===== src/rtl/mips_pkg.sv =====
// Shared encodings for the EX-stage multiply/divide unit: op codes, FSM
// states, default datapath width and small op-decode helpers.
package mips_pkg;

  localparam int unsigned DEFAULT_WIDTH = 32;

  typedef enum logic [1:0] {
    OP_MULT  = 2'b00,
    OP_MULTU = 2'b01,
    OP_DIV   = 2'b10,
    OP_DIVU  = 2'b11
  } op_e;

  typedef enum logic [1:0] {
    IDLE = 2'd0,
    CALC = 2'd1,
    FIX  = 2'd2
  } state_e;

  // Signed ops take magnitudes on entry and sign-correct on exit
  function automatic logic op_is_signed(input op_e op);
    return (op == OP_MULT) || (op == OP_DIV);
  endfunction

  function automatic logic op_is_div(input op_e op);
    return (op == OP_DIV) || (op == OP_DIVU);
  endfunction

endpackage


===== src/rtl/muldiv_iter_core.sv =====
// One iteration of the shared multiply/divide datapath.
// Ports:
//   div_mode      : 0 = shift-add multiply step, 1 = restoring divide step
//   acc, sh       : current {upper product, lower product/multiplier} or
//                   {partial remainder, dividend/quotient} registers
//   opnd          : multiplicand (multiply) or divisor (divide)
//   acc_next/sh_next : register values after this iteration
module muldiv_iter_core
  import mips_pkg::*;
#(
  parameter int unsigned WIDTH = DEFAULT_WIDTH
) (
  input  logic             div_mode,
  input  logic [WIDTH-1:0] acc,
  input  logic [WIDTH-1:0] sh,
  input  logic [WIDTH-1:0] opnd,
  output logic [WIDTH-1:0] acc_next,
  output logic [WIDTH-1:0] sh_next
);

  logic [WIDTH:0]   sum;
  logic [WIDTH:0]   shifted;
  logic [WIDTH-1:0] diff;
  logic             fits;

  // Multiply: add multiplicand into the upper half when LSB set, carry kept
  assign sum = {1'b0, acc} + (sh[0] ? {1'b0, opnd} : '0);

  // Divide: bring next dividend bit into the remainder. The partial
  // remainder is always below the divisor, so a successful subtract
  // result always fits back into WIDTH bits.
  assign shifted = {acc, sh[WIDTH-1]};
  assign fits    = (shifted >= {1'b0, opnd});
  assign diff    = shifted[WIDTH-1:0] - opnd;

  always_comb begin
    acc_next = sum[WIDTH:1];
    sh_next  = {sum[0], sh[WIDTH-1:1]};
    if (div_mode) begin
      if (fits) begin
        acc_next = diff;
        sh_next  = {sh[WIDTH-2:0], 1'b1};
      end else begin
        acc_next = shifted[WIDTH-1:0];
        sh_next  = {sh[WIDTH-2:0], 1'b0};
      end
    end
  end

endmodule


===== src/rtl/hilo_muldiv_unit.sv =====
// Iterative MIPS multiply/divide unit holding the architectural HI/LO
// registers. Runs WIDTH iterations then one fix-up cycle.
// Ports:
//   Clk, Reset      : clock, asynchronous active-high reset
//   Start, Op, A, B : operation request (accepted only in IDLE)
//   HiWe, LoWe, WData : MTHI/MTLO writes (IDLE only, Start has priority)
//   Busy            : operation in flight (combinational from state)
//   Done            : one-cycle pulse after HI/LO writeback
//   Hi, Lo          : HI/LO registers
module hilo_muldiv_unit
  import mips_pkg::*;
#(
  parameter int unsigned WIDTH = DEFAULT_WIDTH,
  parameter int unsigned CNT_W = 6
) (
  input  logic             Clk,
  input  logic             Reset,
  input  logic             Start,
  input  logic [1:0]       Op,
  input  logic [WIDTH-1:0] A,
  input  logic [WIDTH-1:0] B,
  input  logic             HiWe,
  input  logic             LoWe,
  input  logic [WIDTH-1:0] WData,
  output logic             Busy,
  output logic             Done,
  output logic [WIDTH-1:0] Hi,
  output logic [WIDTH-1:0] Lo
);

  localparam int unsigned     PW   = 2 * WIDTH;
  localparam logic [CNT_W-1:0] LAST = CNT_W'(WIDTH - 1);

  state_e           state, state_d;
  logic [CNT_W-1:0] count, count_d;
  op_e              op_q, op_d;
  logic [WIDTH-1:0] opnd_q, opnd_d;
  logic [WIDTH-1:0] acc_q, acc_d;
  logic [WIDTH-1:0] sh_q, sh_d;
  logic             neg_res_q, neg_res_d;
  logic             neg_rem_q, neg_rem_d;
  logic             dbz_q, dbz_d;
  logic [WIDTH-1:0] hi_d, lo_d;
  logic             done_d;

  // Request decode and operand magnitudes
  op_e              op_in;
  logic             sign_a, sign_b;
  logic [WIDTH-1:0] abs_a, abs_b;

  assign op_in  = op_e'(Op);
  assign sign_a = op_is_signed(op_in) & A[WIDTH-1];
  assign sign_b = op_is_signed(op_in) & B[WIDTH-1];
  assign abs_a  = sign_a ? (~A + WIDTH'(1)) : A;
  assign abs_b  = sign_b ? (~B + WIDTH'(1)) : B;

  // Per-cycle datapath step
  logic [WIDTH-1:0] acc_step, sh_step;

  muldiv_iter_core #(.WIDTH(WIDTH)) u_core (
    .div_mode (op_is_div(op_q)),
    .acc      (acc_q),
    .sh       (sh_q),
    .opnd     (opnd_q),
    .acc_next (acc_step),
    .sh_next  (sh_step)
  );

  // Sign-corrected results for the fix-up cycle
  logic [PW-1:0]    prod_raw, prod_fix;
  logic [WIDTH-1:0] quo_fix, rem_fix;

  assign prod_raw = {acc_q, sh_q};
  assign prod_fix = neg_res_q ? (~prod_raw + PW'(1)) : prod_raw;
  assign quo_fix  = neg_res_q ? (~sh_q + WIDTH'(1)) : sh_q;
  assign rem_fix  = neg_rem_q ? (~acc_q + WIDTH'(1)) : acc_q;

  assign Busy = (state != IDLE);

  // Next-state and next-register logic
  always_comb begin
    state_d   = state;
    count_d   = count;
    op_d      = op_q;
    opnd_d    = opnd_q;
    acc_d     = acc_q;
    sh_d      = sh_q;
    neg_res_d = neg_res_q;
    neg_rem_d = neg_rem_q;
    dbz_d     = dbz_q;
    hi_d      = Hi;
    lo_d      = Lo;
    done_d    = 1'b0;

    unique case (state)
      IDLE: begin
        if (Start) begin
          op_d      = op_in;
          acc_d     = '0;
          // Divide: shift register holds dividend; multiply: the multiplier
          sh_d      = op_is_div(op_in) ? abs_a : abs_b;
          opnd_d    = op_is_div(op_in) ? abs_b : abs_a;
          neg_res_d = sign_a ^ sign_b;
          neg_rem_d = sign_a;
          dbz_d     = (B == '0);
          count_d   = '0;
          state_d   = CALC;
        end else begin
          if (HiWe) hi_d = WData;
          if (LoWe) lo_d = WData;
        end
      end

      CALC: begin
        acc_d   = acc_step;
        sh_d    = sh_step;
        count_d = count + CNT_W'(1);
        if (count == LAST) state_d = FIX;
      end

      FIX: begin
        if (!op_is_div(op_q)) begin
          hi_d = prod_fix[PW-1:WIDTH];
          lo_d = prod_fix[WIDTH-1:0];
        end else if (dbz_q) begin
          // Remainder already equals |A|; restoring its sign gives A back
          hi_d = rem_fix;
          lo_d = '1;
        end else begin
          hi_d = rem_fix;
          lo_d = quo_fix;
        end
        done_d  = 1'b1;
        state_d = IDLE;
      end

      default: state_d = IDLE;
    endcase
  end

  // State and datapath registers
  always_ff @(posedge Clk or posedge Reset) begin
    if (Reset) begin
      state     <= IDLE;
      count     <= '0;
      op_q      <= OP_MULT;
      opnd_q    <= '0;
      acc_q     <= '0;
      sh_q      <= '0;
      neg_res_q <= 1'b0;
      neg_rem_q <= 1'b0;
      dbz_q     <= 1'b0;
      Hi        <= '0;
      Lo        <= '0;
      Done      <= 1'b0;
    end else begin
      state     <= state_d;
      count     <= count_d;
      op_q      <= op_d;
      opnd_q    <= opnd_d;
      acc_q     <= acc_d;
      sh_q      <= sh_d;
      neg_res_q <= neg_res_d;
      neg_rem_q <= neg_rem_d;
      dbz_q     <= dbz_d;
      Hi        <= hi_d;
      Lo        <= lo_d;
      Done      <= done_d;
    end
  end

endmodule


===== config.mk =====
export PLATFORM = sky130hd
export DESIGN_NAME = hilo_muldiv_unit
export DESIGN_NICKNAME = d
export VERILOG_FILES = /design/src/rtl/mips_pkg.sv /design/src/rtl/muldiv_iter_core.sv /design/src/rtl/hilo_muldiv_unit.sv
export SDC_FILE = /design/constraint.sdc
export NUM_CORES = 1
export LEC_CHECK = 0
export CORE_MARGIN = 2
export CORE_UTILIZATION = 58
export DETAILED_ROUTE_END_ITERATION = 8
export MAX_ROUTING_LAYER = met4
export PLACE_DENSITY = 0.94
export REMOVE_ABC_BUFFERS = 1
export SLEW_MARGIN = 0
export SYNTH_ARGS = -nofsm -noshare
export SYNTH_HDL_FRONTEND = slang
export SYNTH_SLANG_ARGS = --single-unit

===== constraint.sdc =====
create_clock -name Clk -period 7.55 [get_ports Clk]
set_input_delay 1.51 -clock Clk [delete_from_list [all_inputs] [get_ports Clk]]
set_output_delay 1.51 -clock Clk [all_outputs]
set_load 0.02 [all_outputs]

==> impl_metrics.csv <==
group,metric,value,unit
status,outcome,"finished, final reports clean",
critical_path,critical_path.startpoint,"B[0]",
power,switching_share,0.497,
power,combinationalPowerShare,0.630,
sta,finalSetupViolCount,0,
floorplan,start_util,0.586,
floorplan,io_pins,169,
routing,detail_route.first_pass.iterations,6,
clock_network,clock_buffer_depth,2,
min_path,min-delay-path-class,"reg2reg",
power,seqPwrFrac,0.248,
clock_network,cts-buffers-inserted,17,
sta,fin_crit_sh,0.614,
floorplan,floorplan.die_area,0.0274,mm²
clock_network,clock_tree.htree_level_count,4,
global_route,wire_length_of_the_first_global_routing_pass,79200,µm
clock_network,post_cts_hold_buffer_count,0,
global_route,antenna_violations_before_repair,1,
routing,final_routed_wirelength,49900,µm
logic_synthesis,synth_largest_type_area_fraction,0.286,
power,total_leakage_power,0.00700,µW
finish,flow.area_growth_from_synthesis,15.3,%
placed_design,gpl.final_weighted_congestion,1.02,
power,power_per_cell_area,420,mW/mm²
run,timing.max_cap.violations,0,
logic_synthesis,synth-edff-count,0,
clock_network,cts.repair.resized,0,
critical_path,critPathMaxFanout,6,
logic_synthesis,yosys_most_used_dff,"dfrtp_1",
floorplan,dieWidth,166,µm
routing,routedWlPerCell,21.3,µm
sta,period_needed,4.63,ns
sta,rsz0062_at_grt,"no",
placed_design,placement.io_buffers,168,
clock_network,tritoncts,"yes",
placed_design,pre_cts_ws,2.58,ns
clock_network,clock_tree_root_buffer_cell,"clkbuf_16",
routing,routed_via_density,6.69,
clock_network,skew_pair_late_insertion_delay,0.45,ns
routing,dr_total_vias,15700,
min_path,hold_path_startpoint,"count[5]",
power,cell_internal_pwr,3690,µW
sta,slew_violations,0,
logic_synthesis,mappedNetlistArea,0.0151,mm²
critical_path,critPathLaunchType,"input port",
critical_path,endpoint_kind,"register",
floorplan,core-area,0.0258,mm²
floorplan,std_cell_rows,59,
critical_path,critical_path_class,"in2reg",
power,pwr-share-clk,0.122,
critical_path,max_stage_delay,0.69,ns
logic_synthesis,ys_warn_count,0,
finish,filler_cell_count,2077,
routing,detail-route-antenna-nets,0,
logic_synthesis,synthTopCellsByArea,"dfrtp_1 (29%), a21oi_1 (6.2%), o21ai_0 (5.9%)",
logic_synthesis,synth-seq-cells,173,
routing,detail_route.drc_violations,0,
logic_synthesis,ys_async_sr_fraction,1.00,
sta,setup_ws_final,2.92,ns
clock_network,cts_num_sinks,173,
critical_path,critical_path.cell_chain,"clkdlybuf4s50_1 -> inv_1 -> ha_1 -> nor4b_1 -> nand4_1 -> nor3_1 -> a21oi_1 -> xor2_1 -> nor2_1 -> a211oi_1 -> a211oi_1 -> a21oi_1",
global_route,globalRouteOverflowTotal,0,
placed_design,final_hpwl_dp,36500,µm
critical_path,r2r_start,"sh_q[0]",
sta,timing.setup.tns,0,ns
critical_path,cp.arrival,5.01,ns
sta,fmaxAchievable,216,MHz
logic_synthesis,synth_area_leader_cell,"dfrtp_1",
routing,initialDrtViolationCount,1798,
floorplan,dieHeight,166,µm
global_route,grt_start_max_net_pins,108,
power,vdd_ir_drop_max,0.214,mV
clock_network,clk_transition_reported_paths,0.08,ns
logic_synthesis,synth_sequential_area_ratio,0.286,
finish,nets,2167,
logic_synthesis,synthDistinctLibCells,78,
power,overall_power_after_layout,7330,µW
global_route,track_usage,0.380,
sta,finalHoldViolations,0,
logic_synthesis,gate_count_of_the_mapped_netlist,1911,
power,p_sw,3650,µW
critical_path,critical_path_required,7.93,ns
logic_synthesis,average_instance_area_after_synthesis,7.92,µm²
clock_network,cts_setup_buffers,0,
finish,drive_gt1_frac,0.0464,
sta,timing_worst_slew_pin_value,1.36,ns
sta,skew,0.0138,ns
critical_path,cpMaxStageDelayCell,"nor4b_1",
global_route,first_global_vias,15100,
sta,maxSlewHeadroom,0.0931,
[through the flow]
stage               std cells  cell area (µm²)  hold WS (ns)   util
detailed placement       2309            16900         0.469  0.653
CTS                      2341            17400         0.481  0.675
global route             2342            17400         0.503  0.675
floorplan                1788            14600         0.436      -
finish                   2342            17400         0.473  0.675
global placement         2309            16900         0.453  0.653
[critical path: cells and delay by family]
family | cells | cell delay [ns]
buffers and inverters | 2 | 0.57
AOI/OAI and AO/OA | 4 | 0.67
and+or+nand+nor | 4 | 1.84
xor gates and xnor gates | 1 | 0.22
adders and majority gates | 1 | 0.19
[synth_stat cells, types with 13 or more instances]
master    count
or3_1        15
nand2b_1     15
o22ai_1      14
inv_1        71
a21o_1       24
o21bai_1     13
xor2_1       74
xnor2_1      95
dfrtp_1     173
nor2b_1      29
o31ai_1      24
clkbuf_1     99
a21oi_1     186
nor4_1       17
o21ai_0     179
o41ai_1      13
nand2_1     179
nor3_1       40
o211ai_1     21
ha_1         69
mux2i_1      71
a221o_1      22
nand3_1      39
a211oi_1     86
nor2_1      165
[power by group through the flow]
stage | combinational (µW) | clock [µW] | sequential, µW
floorplan | 3240 | 0 | 1750
global placement | 4400 | 0 | 1780
detailed placement | 4500 | 0 | 1800
CTS | 4540 | 892 | 1790
global route | 5070 | 931 | 1850
finish | 4620 | 898 | 1820
[sequential cells by signal, summed over array words and instances, names as in the netlist]
signal and count:
sh_q 32, neg_rem_q 1, acc_q 32, Hi 32, state 2, Done 1
op_q 1, dbz_q 1, Lo 32, opnd_q 32, neg_res_q 1, count 6
[worst paths after layout]
path | cells past startpoint | slack, ns | end
worst min-delay path | 1 | 0.47 | count[5]
min in group asynchronous | 2 | 1.45 | Lo[7]
worst max register to register | 12 | 3.08 | Hi[22]
worst min register to register | 1 | 0.47 | count[5]
worst max-delay path | 12 | 2.92 | sh_q[30]
max in group asynchronous | 3 | 4.65 | op_q[1]
[metal layers]
| layer | part of all wire | GRT usage |
|---|---|---|
| met1 | 0.39 | 0.466 |
| met2 | 0.46 | 0.607 |
| met3 | 0.093 | 0.0592 |
| met4 | 0.060 | 0.202 |
| met5 | 0 | - |
[cells by family (layout without fill, tap and decap cells)]
| kind of cell | Yosys count | after routing | share of synthesized area |
|---|---|---|---|
| and+or+nand+nor | 564 | 564 | 0.175 |
| xor gates and xnor gates | 169 | 169 | 0.0978 |
| AOI/OAI and AO/OA | 658 | 658 | 0.274 |
| buffers and inverters | 196 | 291 | 0.0538 |
| muxes | 80 | 80 | 0.0537 |
| DFF | 173 | 173 | 0.286 |
| adders and majority gates | 71 | 71 | 0.0597 |
| other | 0 | 1 | 0 |
[final cells by class]
type / count / area [µm²] / area share
Clock inverter: 14 / 148 / 0.00846
Multi-Input combinational cell: 1542 / 10000 / 0.575
Clock buffer: 18 / 429 / 0.0246
Timing Repair Buffer: 186 / 1810 / 0.104
Antenna cell: 1 / 2.50 / 0.000143
Sequential cell: 173 / 4330 / 0.248
Inverter: 73 / 279 / 0.0160
Tap cell: 335 / 419 / 0.0240
[cell usage in the layout, fill, tap and decap left out, types with 13 or more instances in the layout]
master	instances
a21oi_1	186
mux2i_1	71
dfrtp_1	172
nor2_1	165
o21ai_0	179
xor2_1	74
or3_1	15
nor2b_1	28
nand2_1	178
nor3_1	40
o31ai_1	24
nor4_1	17
nand3_1	39
o22ai_1	14
ha_1	69
buf_4	18
o211ai_1	21
o41ai_1	13
xnor2_1	95
a211oi_1	86
inv_1	69
nand2b_1	14
a21o_1	24
clkdlybuf4s50_1	167
clkbuf_16	17
a221o_1	22
No activity file was read; power rests on OpenSTA's default activity.
